==> config.mk <==
export PLATFORM = sky130hd
export DESIGN_NAME = control_pc_flat
export DESIGN_NICKNAME = d
export VERILOG_FILES = /design/src/rtl/pipeline_pkg.sv /design/src/rtl/control_pc_if.sv /design/src/rtl/sumador.sv /design/src/rtl/control_pc.sv /design/src/flat_wrapper.sv
export SDC_FILE = /design/constraint.sdc
export NUM_CORES = 1
export LEC_CHECK = 0
export BUFFER_PORTS_ARGS = -buffer_cell sky130_fd_sc_hd__buf_2
export CAP_MARGIN = 20
export CORE_UTILIZATION = 30
export CTS_BUF_LIST = sky130_fd_sc_hd__clkbuf_8
export DETAILED_ROUTE_END_ITERATION = 8
export PLACE_DENSITY_LB_ADDON = 0.2
export REMOVE_ABC_BUFFERS = 1
export SYNTH_ARGS = -nofsm -noshare
export SYNTH_HDL_FRONTEND = slang
export SYNTH_SLANG_ARGS = --single-unit
==> constraint.sdc <==
create_clock -name clk -period 1.74 [get_ports clk]
set_input_delay 0 -clock clk [delete_from_list [all_inputs] [get_ports clk]]
set_output_delay 0 -clock clk [all_outputs]
set_load 0.005 [all_outputs]
==> src/rtl/pipeline_pkg.sv <==
// ---------------------------------------------------------------------------
// pipeline_pkg
// Shared definitions for the PC sequencer: FSM state encoding, next-PC source
// selector, default PC geometry and a saturating 16-bit increment helper.
// ---------------------------------------------------------------------------
package pipeline_pkg;

   localparam int          PC_W_DEF     = 7;
   localparam int unsigned RESET_PC_DEF = 0;

   typedef enum logic [1:0] {
      IDLE = 2'd0,
      RUN  = 2'd1,
      HALT = 2'd2
   } state_t;

   typedef enum logic [1:0] {
      SRC_INC  = 2'd0,
      SRC_JMP  = 2'd1,
      SRC_BR   = 2'd2,
      SRC_HOLD = 2'd3
   } pc_src_t;

   function automatic logic [15:0] sat_inc16(input logic [15:0] v);
      return (v == 16'hFFFF) ? v : v + 16'd1;
   endfunction

endpackage

==> src/rtl/control_pc_if.sv <==
// ---------------------------------------------------------------------------
// control_pc_if
// Bundle between the hazard/branch logic (master) and the PC sequencer
// (slave).
//   master drives : start, stall, jump, jump_target, branch_taken,
//                   branch_target, halt_id
//   slave drives  : pc, pc_plus1, fetch_valid, flush_if_id, flush_id_ex,
//                   halted, fetch_count, dbg_state
// Signalling: there is no valid/ready pair here. Every control input is a
// level sampled on each rising clk edge and acts only in the cycle it is
// high; every flush output is a same-cycle strobe that the pipeline
// registers consume at the following edge. Nothing is held or retried.
// ---------------------------------------------------------------------------
interface control_pc_if
   import pipeline_pkg::*;
#(
   parameter int PC_W = PC_W_DEF
);
   logic            start;
   logic            stall;
   logic            jump;
   logic [PC_W-1:0] jump_target;
   logic            branch_taken;
   logic [PC_W-1:0] branch_target;
   logic            halt_id;
   logic [PC_W-1:0] pc;
   logic [PC_W-1:0] pc_plus1;
   logic            fetch_valid;
   logic            flush_if_id;
   logic            flush_id_ex;
   logic            halted;
   logic [15:0]     fetch_count;
   state_t          dbg_state;

   modport master (
      output start, stall, jump, jump_target, branch_taken, branch_target, halt_id,
      input  pc, pc_plus1, fetch_valid, flush_if_id, flush_id_ex, halted,
             fetch_count, dbg_state
   );

   modport slave (
      input  start, stall, jump, jump_target, branch_taken, branch_target, halt_id,
      output pc, pc_plus1, fetch_valid, flush_if_id, flush_id_ex, halted,
             fetch_count, dbg_state
   );
endinterface

==> src/rtl/sumador.sv <==
// ---------------------------------------------------------------------------
// sumador
// PC incrementer: sum_o = a_i + 1, wrapping modulo 2^W with no carry out.
//   a_i   : W-bit operand
//   sum_o : W-bit incremented value
// ---------------------------------------------------------------------------
module sumador #(
   parameter int W = 7
) (
   input  logic [W-1:0] a_i,
   output logic [W-1:0] sum_o
);
   assign sum_o = a_i + W'(1);
endmodule

==> src/rtl/control_pc.sv <==
// ---------------------------------------------------------------------------
// control_pc
// Program-counter sequencer for the 5-stage pipeline. Holds the PC, picks
// the next fetch address (increment / ID jump / EX branch / hold), raises the
// IF/ID and ID/EX flush strobes and sequences IDLE -> RUN -> HALT.
//   clk   : rising-edge clock
//   rst_n : asynchronous active-low reset
//   bus   : control_pc_if.slave (control inputs in, pc/flush/status out)
// ---------------------------------------------------------------------------
module control_pc
   import pipeline_pkg::*;
#(
   parameter int              PC_W     = PC_W_DEF,
   parameter logic [PC_W-1:0] RESET_PC = PC_W'(RESET_PC_DEF)
) (
   input  logic        clk,
   input  logic        rst_n,
   control_pc_if.slave bus
);

   state_t          state_q, state_d;
   logic [PC_W-1:0] pc_q, pc_d;
   logic [15:0]     cnt_q, cnt_d;
   logic [PC_W-1:0] pc_plus1;
   pc_src_t         src;
   logic            flush_if;
   logic            flush_ex;

   sumador #(.W(PC_W)) u_inc (
      .a_i   (pc_q),
      .sum_o (pc_plus1)
   );

   always_ff @(posedge clk or negedge rst_n) begin
      if (!rst_n) begin
         state_q <= IDLE;
         pc_q    <= RESET_PC;
         cnt_q   <= '0;
      end else begin
         state_q <= state_d;
         pc_q    <= pc_d;
         cnt_q   <= cnt_d;
      end
   end

   always_comb begin
      state_d  = state_q;
      pc_d     = pc_q;
      cnt_d    = cnt_q;
      src      = SRC_HOLD;
      flush_if = 1'b0;
      flush_ex = 1'b0;
      case (state_q)
         IDLE: begin
            pc_d = RESET_PC;
            if (bus.start) begin
               state_d = RUN;
               cnt_d   = '0;
            end
         end
         RUN: begin
            // An EX branch is older than anything in ID/IF, so it overrides
            // jump, halt and stall, which all belong to squashed instructions.
            if (bus.branch_taken) begin
               src      = SRC_BR;
               flush_if = 1'b1;
               flush_ex = 1'b1;
            end else if (bus.jump) begin
               src      = SRC_JMP;
               flush_if = 1'b1;
            end else if (bus.halt_id) begin
               state_d  = HALT;
               flush_if = 1'b1;
            end else if (!bus.stall) begin
               src = SRC_INC;
            end
            case (src)
               SRC_INC: pc_d = pc_plus1;
               SRC_JMP: pc_d = bus.jump_target;
               SRC_BR:  pc_d = bus.branch_target;
               default: pc_d = pc_q;
            endcase
            // Every PC load counts as an advance, including a redirect to
            // the current address.
            if (src != SRC_HOLD) cnt_d = sat_inc16(cnt_q);
         end
         HALT: begin
            if (bus.start) begin
               state_d = RUN;
               pc_d    = RESET_PC;
               cnt_d   = '0;
            end
         end
         default: begin
            state_d = IDLE;
            pc_d    = RESET_PC;
         end
      endcase
   end

   // Flushes are only raised from RUN, so reset (which forces IDLE) also
   // drives every combinational output to its inactive value.
   assign bus.pc          = pc_q;
   assign bus.pc_plus1    = pc_plus1;
   assign bus.flush_if_id = flush_if;
   assign bus.flush_id_ex = flush_ex;
   assign bus.fetch_valid = (state_q == RUN) && !flush_if;
   assign bus.halted      = (state_q == HALT);
   assign bus.fetch_count = cnt_q;
   assign bus.dbg_state   = state_q;

endmodule

==> src/flat_wrapper.sv <==
// flat-port wrapper written by rule: the top's interface ports become plain ports
module control_pc_flat import pipeline_pkg::*;
#(
   parameter int              PC_W     = PC_W_DEF,
   parameter logic [PC_W-1:0] RESET_PC = PC_W'(RESET_PC_DEF)
)
  (clk, rst_n, bus_start, bus_stall, bus_jump, bus_jump_target, bus_branch_taken, bus_branch_target, bus_halt_id, bus_pc, bus_pc_plus1, bus_fetch_valid, bus_flush_if_id, bus_flush_id_ex, bus_halted, bus_fetch_count, bus_dbg_state);
  control_pc_if #(.PC_W(PC_W)) bus_i ();
  input  logic clk;
  input  logic rst_n;
  input wire logic [$bits(bus_i.start)-1:0] bus_start;
  input wire logic [$bits(bus_i.stall)-1:0] bus_stall;
  input wire logic [$bits(bus_i.jump)-1:0] bus_jump;
  input wire logic [$bits(bus_i.jump_target)-1:0] bus_jump_target;
  input wire logic [$bits(bus_i.branch_taken)-1:0] bus_branch_taken;
  input wire logic [$bits(bus_i.branch_target)-1:0] bus_branch_target;
  input wire logic [$bits(bus_i.halt_id)-1:0] bus_halt_id;
  output wire logic [$bits(bus_i.pc)-1:0] bus_pc;
  output wire logic [$bits(bus_i.pc_plus1)-1:0] bus_pc_plus1;
  output wire logic [$bits(bus_i.fetch_valid)-1:0] bus_fetch_valid;
  output wire logic [$bits(bus_i.flush_if_id)-1:0] bus_flush_if_id;
  output wire logic [$bits(bus_i.flush_id_ex)-1:0] bus_flush_id_ex;
  output wire logic [$bits(bus_i.halted)-1:0] bus_halted;
  output wire logic [$bits(bus_i.fetch_count)-1:0] bus_fetch_count;
  output wire logic [$bits(bus_i.dbg_state)-1:0] bus_dbg_state;
  assign bus_i.start = bus_start;
  assign bus_i.stall = bus_stall;
  assign bus_i.jump = bus_jump;
  assign bus_i.jump_target = bus_jump_target;
  assign bus_i.branch_taken = bus_branch_taken;
  assign bus_i.branch_target = bus_branch_target;
  assign bus_i.halt_id = bus_halt_id;
  assign bus_pc = bus_i.pc;
  assign bus_pc_plus1 = bus_i.pc_plus1;
  assign bus_fetch_valid = bus_i.fetch_valid;
  assign bus_flush_if_id = bus_i.flush_if_id;
  assign bus_flush_id_ex = bus_i.flush_id_ex;
  assign bus_halted = bus_i.halted;
  assign bus_fetch_count = bus_i.fetch_count;
  assign bus_dbg_state = bus_i.dbg_state;
  control_pc #(.PC_W(PC_W), .RESET_PC(RESET_PC)) u_core (.clk(clk), .rst_n(rst_n), .bus(bus_i));
endmodule
**Word level (Yosys, flattened, before mapping)**

Cells that the tools add are included.

- Register bits after elaboration: 25
- Input bits: 21
- Output and inout bits: 36
- Logic and storage cells: 51

- Add/sub/neg operators: 2
- Eq/ne operators: 14
- Multiplexer cells: 23
- Reduce and logical (&&, ||, !) cells: 9

Operator list:

| kind | number |
|---|---|
| $mux W16 | 3 |
| $pmux W16 S2 | 1 |
| $pmux W7 S3 | 1 |
| $mux W2 | 9 |
| $add A16 B1 Y16 const B | 1 |
| $eq A16 B16 Y1 const B | 1 |
| $pmux W7 S2 | 1 |
| $ne A2 B2 Y1 const B | 6 |
| $reduce_and A4 Y1 | 2 |
| $add A7 B1 Y7 const B | 1 |
| $mux W7 | 1 |
| $mux W1 | 6 |
| $eq A2 B1 Y1 const B | 2 |
| $eq A2 B2 Y1 const B | 2 |
| $logic_not A2 Y1 | 2 |
| $ne A2 B1 Y1 const B | 2 |
| $ne A4 B4 Y1 const B | 1 |
| $pmux W2 S2 | 1 |
| $reduce_and A2 Y1 | 1 |
| $reduce_bool A2 Y1 | 1 |
| $reduce_or A2 Y1 | 1 |
| $logic_and A1 B1 Y1 | 1 |
| $logic_not A1 Y1 | 1 |

**Longest topological paths before layout**

- Depth in word-level cells: 8
- Mapped depth: 7
- Mapped depth without buffers: 6

**Hierarchy**

Synthesis repeated with hierarchy kept, for this count alone.

- Cells, all modules: 183
- Area total of the unflattened synthesis: 1657.8 um^2

By module, submodules not included:

| module | instances | cells each | area an instance (um^2) | seq. area each (um^2) |
|---|---|---|---|---|
| control_pc | 1 | 171 | 1560.2 | 625.6 |
| sumador | 1 | 12 | 97.6 | 0.0 |

**Worst setup path after synthesis**

OpenSTA, ideal clock, no wires.

- Kind: register to register
- From: reg u_core.cnt_q[0], in the netlist u_core.bus.fetch_count[0]
- To: reg u_core.cnt_q[11], in the netlist u_core.bus.fetch_count[11]
- Setup time: 0.070 ns
- Data arrival time: 1.603 ns
- Required time: 1.670 ns
- Slack: 0.067 ns
- Stages on the path, launching flop included: 7
- Period minus slack after synthesis: 1.673 ns
- Cells stage by stage: dfrtp_1 -> ha_1 -> and3_1 -> nand4_4 -> o21ai_2 -> or4_1 -> nand3_1

- Longest elaborated chain between the ends: 4

RTL lines:

| item | line | text |
|---|---|---|
| start: declaration | control_pc.sv:23 | `logic [15:0] cnt_q, cnt_d;` |
| start signal: assignment | control_pc.sv:42 | `cnt_q <= cnt_d;` |
| $add A16 B1 Y16 | pipeline_pkg.sv:25 | `return (v == 16'hFFFF) ? v : v + 16'd1;` |
| $mux W16 | pipeline_pkg.sv:25 |  |
| $mux W16 | control_pc.sv:85 | `if (src != SRC_HOLD) cnt_d = sat_inc16(cnt_q);` |
| $pmux W16 S2 | control_pc.sv:53 | `case (state_q)` |

Several ways; a longest one is shown, not always the timed one. The select of a mux whose other input is x is not followed.
A chain may end at the register's enable or synchronous reset.

**Worst setup path in the final report**

- From: reg u_core.cnt_q[0], in the netlist u_core.bus.fetch_count[0]
- To: reg u_core.cnt_q[15], in the netlist u_core.bus.fetch_count[15]

The elaborated chain is that of the path after synthesis.

==> metrics <==
clock skew=between 0.003 and 0.004 ns; Hold Fails Final Rpt=0; cell family with most CP delay=simple AND/OR/NAND/NOR gates; ys flop type=dfrtp_1; CP Data Arrival Time=between 1.5 and 2 ns; worst hold slack=between 0.015 and 0.02 ns; Crit Path Class=flip-flop to flip-flop; routed length per instance=around 14 microns; Synth Cell Area=1640 sq um; clock sink count=25; final worst path period share=a little over nine tenths; Worst Path Max Fanout=5; sequential fraction of the synthesis area=38.2%; Synth top area share=38.2%; cell taking the most area after synthesis=dfrtp_1; CP required=1.94 ns; Hold Crit Endpoint=u_core.bus.pc[2]; Max IR drop VDD=0.461 mV; Final nets=276; die area=5750 sq um; commonest cells in the netlist=dfrtp_1 (25), nand2_1 (24), nand3_1 (10); worst reg-to-reg path cell count=6; Die Span Y=75.9 microns; Syn. warnings=0; kind of end point of the critical path=flip-flop; post-DR vias/cell=between 5 and 6; startpoint types=flip-flop; worst reg2reg endpoint=u_core.bus.fetch_count[15]; H-tree levels=1; CTS clk-pin slew, worst paths=around 0.090 ns; largest cells by area after synthesis=dfrtp_1 (38%), nand2_1 (5.5%), mux2i_1 (4.3%), xnor2_1 (3.7%), nand3_1 (3.1%); Area growth syn-to-layout=36.5%; overall routing resource usage=between 10% and 20%; Critical Path Max Stage Delay=approximately 0.4 ns; Netlist cell types=52; Async SR Flop Fraction=between 90% and 100%; worst-skew pair later-pin latency=0.27 ns; vias in the first global route=roughly 1.5k; CTS buffer count=3; reg2reg start=u_core.bus.fetch_count[0]; io pins=57; Mapped Cells=approximately 170; critical path's slowest cell=dfrtp_1; reported leakage power=about 1.1 nW; setup slack, reg-to-reg=around 0.063 ns; DR DRC count=0; fill count=approximately 500; Tightest Hold Check Type=input pin to flip-flop; GRT overflow=0; outcome=completed; initial core utilization=31.6%; Root Driver=clkbuf_8; number of DRC markers in iteration 0=96; HPWL Detailed=3390 microns; max-slew headroom at the worst pin=61.9%; Clock Path Buffers=2; Hold Path Depth=3; Slew @ Worst Pin=about 0.57 ns; Buf/Inv on CP=1; Post-synth EDFFs=0; Die Width=about 76 microns; I/O Buffers=56; final core occ=~43%; post-layout min period=around 1.7 ns; Power per Cell Area=between 1000 and 1500 nW/um^2; Pre-antenna DRT Iters=4; core area=5170 sq um; first-pass GRT wire length=between 7000 and 8000 microns; max cap viols=0; WL final=around 4500 microns; Final ANT Viol Nets=0; crit-path cells=buf_4 -> and4_1 -> and2_1 -> and3_1 -> a31o_1 -> a31oi_1; # diodes=0; final setup violating endpoints=0; Final Wtd Congestion=between 0.7 and 0.8; row cnt=26; share of layout cells above drive strength 1=between 40% and 50%; largest net degree at the start of global routing=26; most frequent cell after synthesis=dfrtp_1; Mapped Avg Cell Area=~9.4 sq um; TritonCTS clock tree=yes; min-delay src=bus_branch_target[2]; DR vias=about 1.6k; Yosys reg bits=25; fin. max-slew vios=0; fmax=596 MHz; Post-Place Setup Slack=between 0.02 and 0.03 ns; final worst slack=0.0631 ns; antenna violations before repair=0
==> flip-flops by register name (all words and copies together) (netlist names) <==
signal	cells
u_core.bus.fetch_count	16
u_core.bus.pc	7
u_core.bus.dbg_state	2
==> cell families after synthesis <==
logic type	Yosys count	synth area share (%)
simple gates	65	21.3
compound gates	56	27.0
flops	25	38.2
buf+inv	11	3.44
xor+xnor	8	4.28
mux	7	4.28
fa+ha+maj	2	1.53
==> per-layer routing <==
metal	routed length [microns]	part of all wire (%)	global-route usage [%]	up-vias
met4	48	1.1	5.76	0
met3	176	3.9	2.12	4
li1	-	-	-	819
met2	2140	47	26.5	40
met1	2170	48	22.9	773
met5	0	0	0	-
==> repair_timing <==
| action | 4_1_cts | 5_1_grt |
|---|---|---|
| buffers inserted | 0 | 3 |
| endpoints found under the hold margin | 27 | 0 |
| hold buffers | 3 | 0 |
| gates resized for setup | 0 | 7 |
| endpoints found under the setup margin | 0 | 7 |
==> placed cells by master, fill, tap and decap left out, drive strengths merged, types with 2 or more instances in the layout <==
cell type and instances:
dfrtp 25, o31a 2, nand3 10, a31oi 7
o211ai 2, o311ai 5, nand4 3, a21oi 10
nor2 8, a22o 3, inv 4, buf 78
and3 7, a31o 3, ha 2, clkbuf 3
mux2i 7, xnor2 7, o21ai 11, a22oi 2
and2 4, a211oi 2, nand2 26, o31ai 3
dlygate4sd3 3, and4 3
==> final cells by class <==
cell class                      count  area, sq um  share of cell area (%)
Clock buffer                        3         41.3                    1.85
Clock inverter                      1         5.00                   0.224
Inverter                            4         15.0                   0.672
Multi-Input combinational cell    138          983                    44.0
Sequential cell                    25          626                    28.0
Tap cell                           70         87.6                    3.92
Timing Repair Buffer               81          475                    21.3
==> worst min-delay path: cells and delay by family <==
family,cells,cell delay (ns)
AO/OA/AOI/OAI,2,0.18
buffers and inverters,1,0.08
==> through the flow <==
stage / instance area, sq um / power, mW / instances / setup TNS [ns]
6_report: 2230 / 2.31 / 322 / 0
5_1_grt: 2230 / 2.48 / 322 / -0.000189
4_1_cts: 2180 / 2.26 / 319 / 0
3_5_place_dp: 2110 / 1.90 / 312 / 0
3_3_place_gp: 2110 / 1.90 / 312 / 0
2_1_floorplan: 1600 / 1.36 / 167 / -0.0104
==> where the power goes <==
part | switching (mW) | internal [mW] | leakage, nW
registers | 0.0931 | 0.685 | 0.336
clock network | 0.194 | 0.160 | 0.0255
logic | 0.621 | 0.555 | 0.724
==> worst max-delay path by stage <==
stage,depth (start not counted),from,slack (ns),end
5_1_grt,7,u_core.bus.fetch_count[1],-0.0002,u_core.bus.fetch_count[5]
6_report,6,u_core.bus.fetch_count[0],0.06,u_core.bus.fetch_count[15]
3_3_place_gp,7,u_core.bus.fetch_count[0],0.11,u_core.bus.fetch_count[4]
4_1_cts,6,u_core.bus.fetch_count[0],0.003,u_core.bus.fetch_count[4]
3_5_place_dp,6,u_core.bus.fetch_count[0],0.03,u_core.bus.fetch_count[4]
2_1_floorplan,6,u_core.bus.fetch_count[0],-0.01,u_core.bus.fetch_count[11]
(Power assumes the default switching activity.)
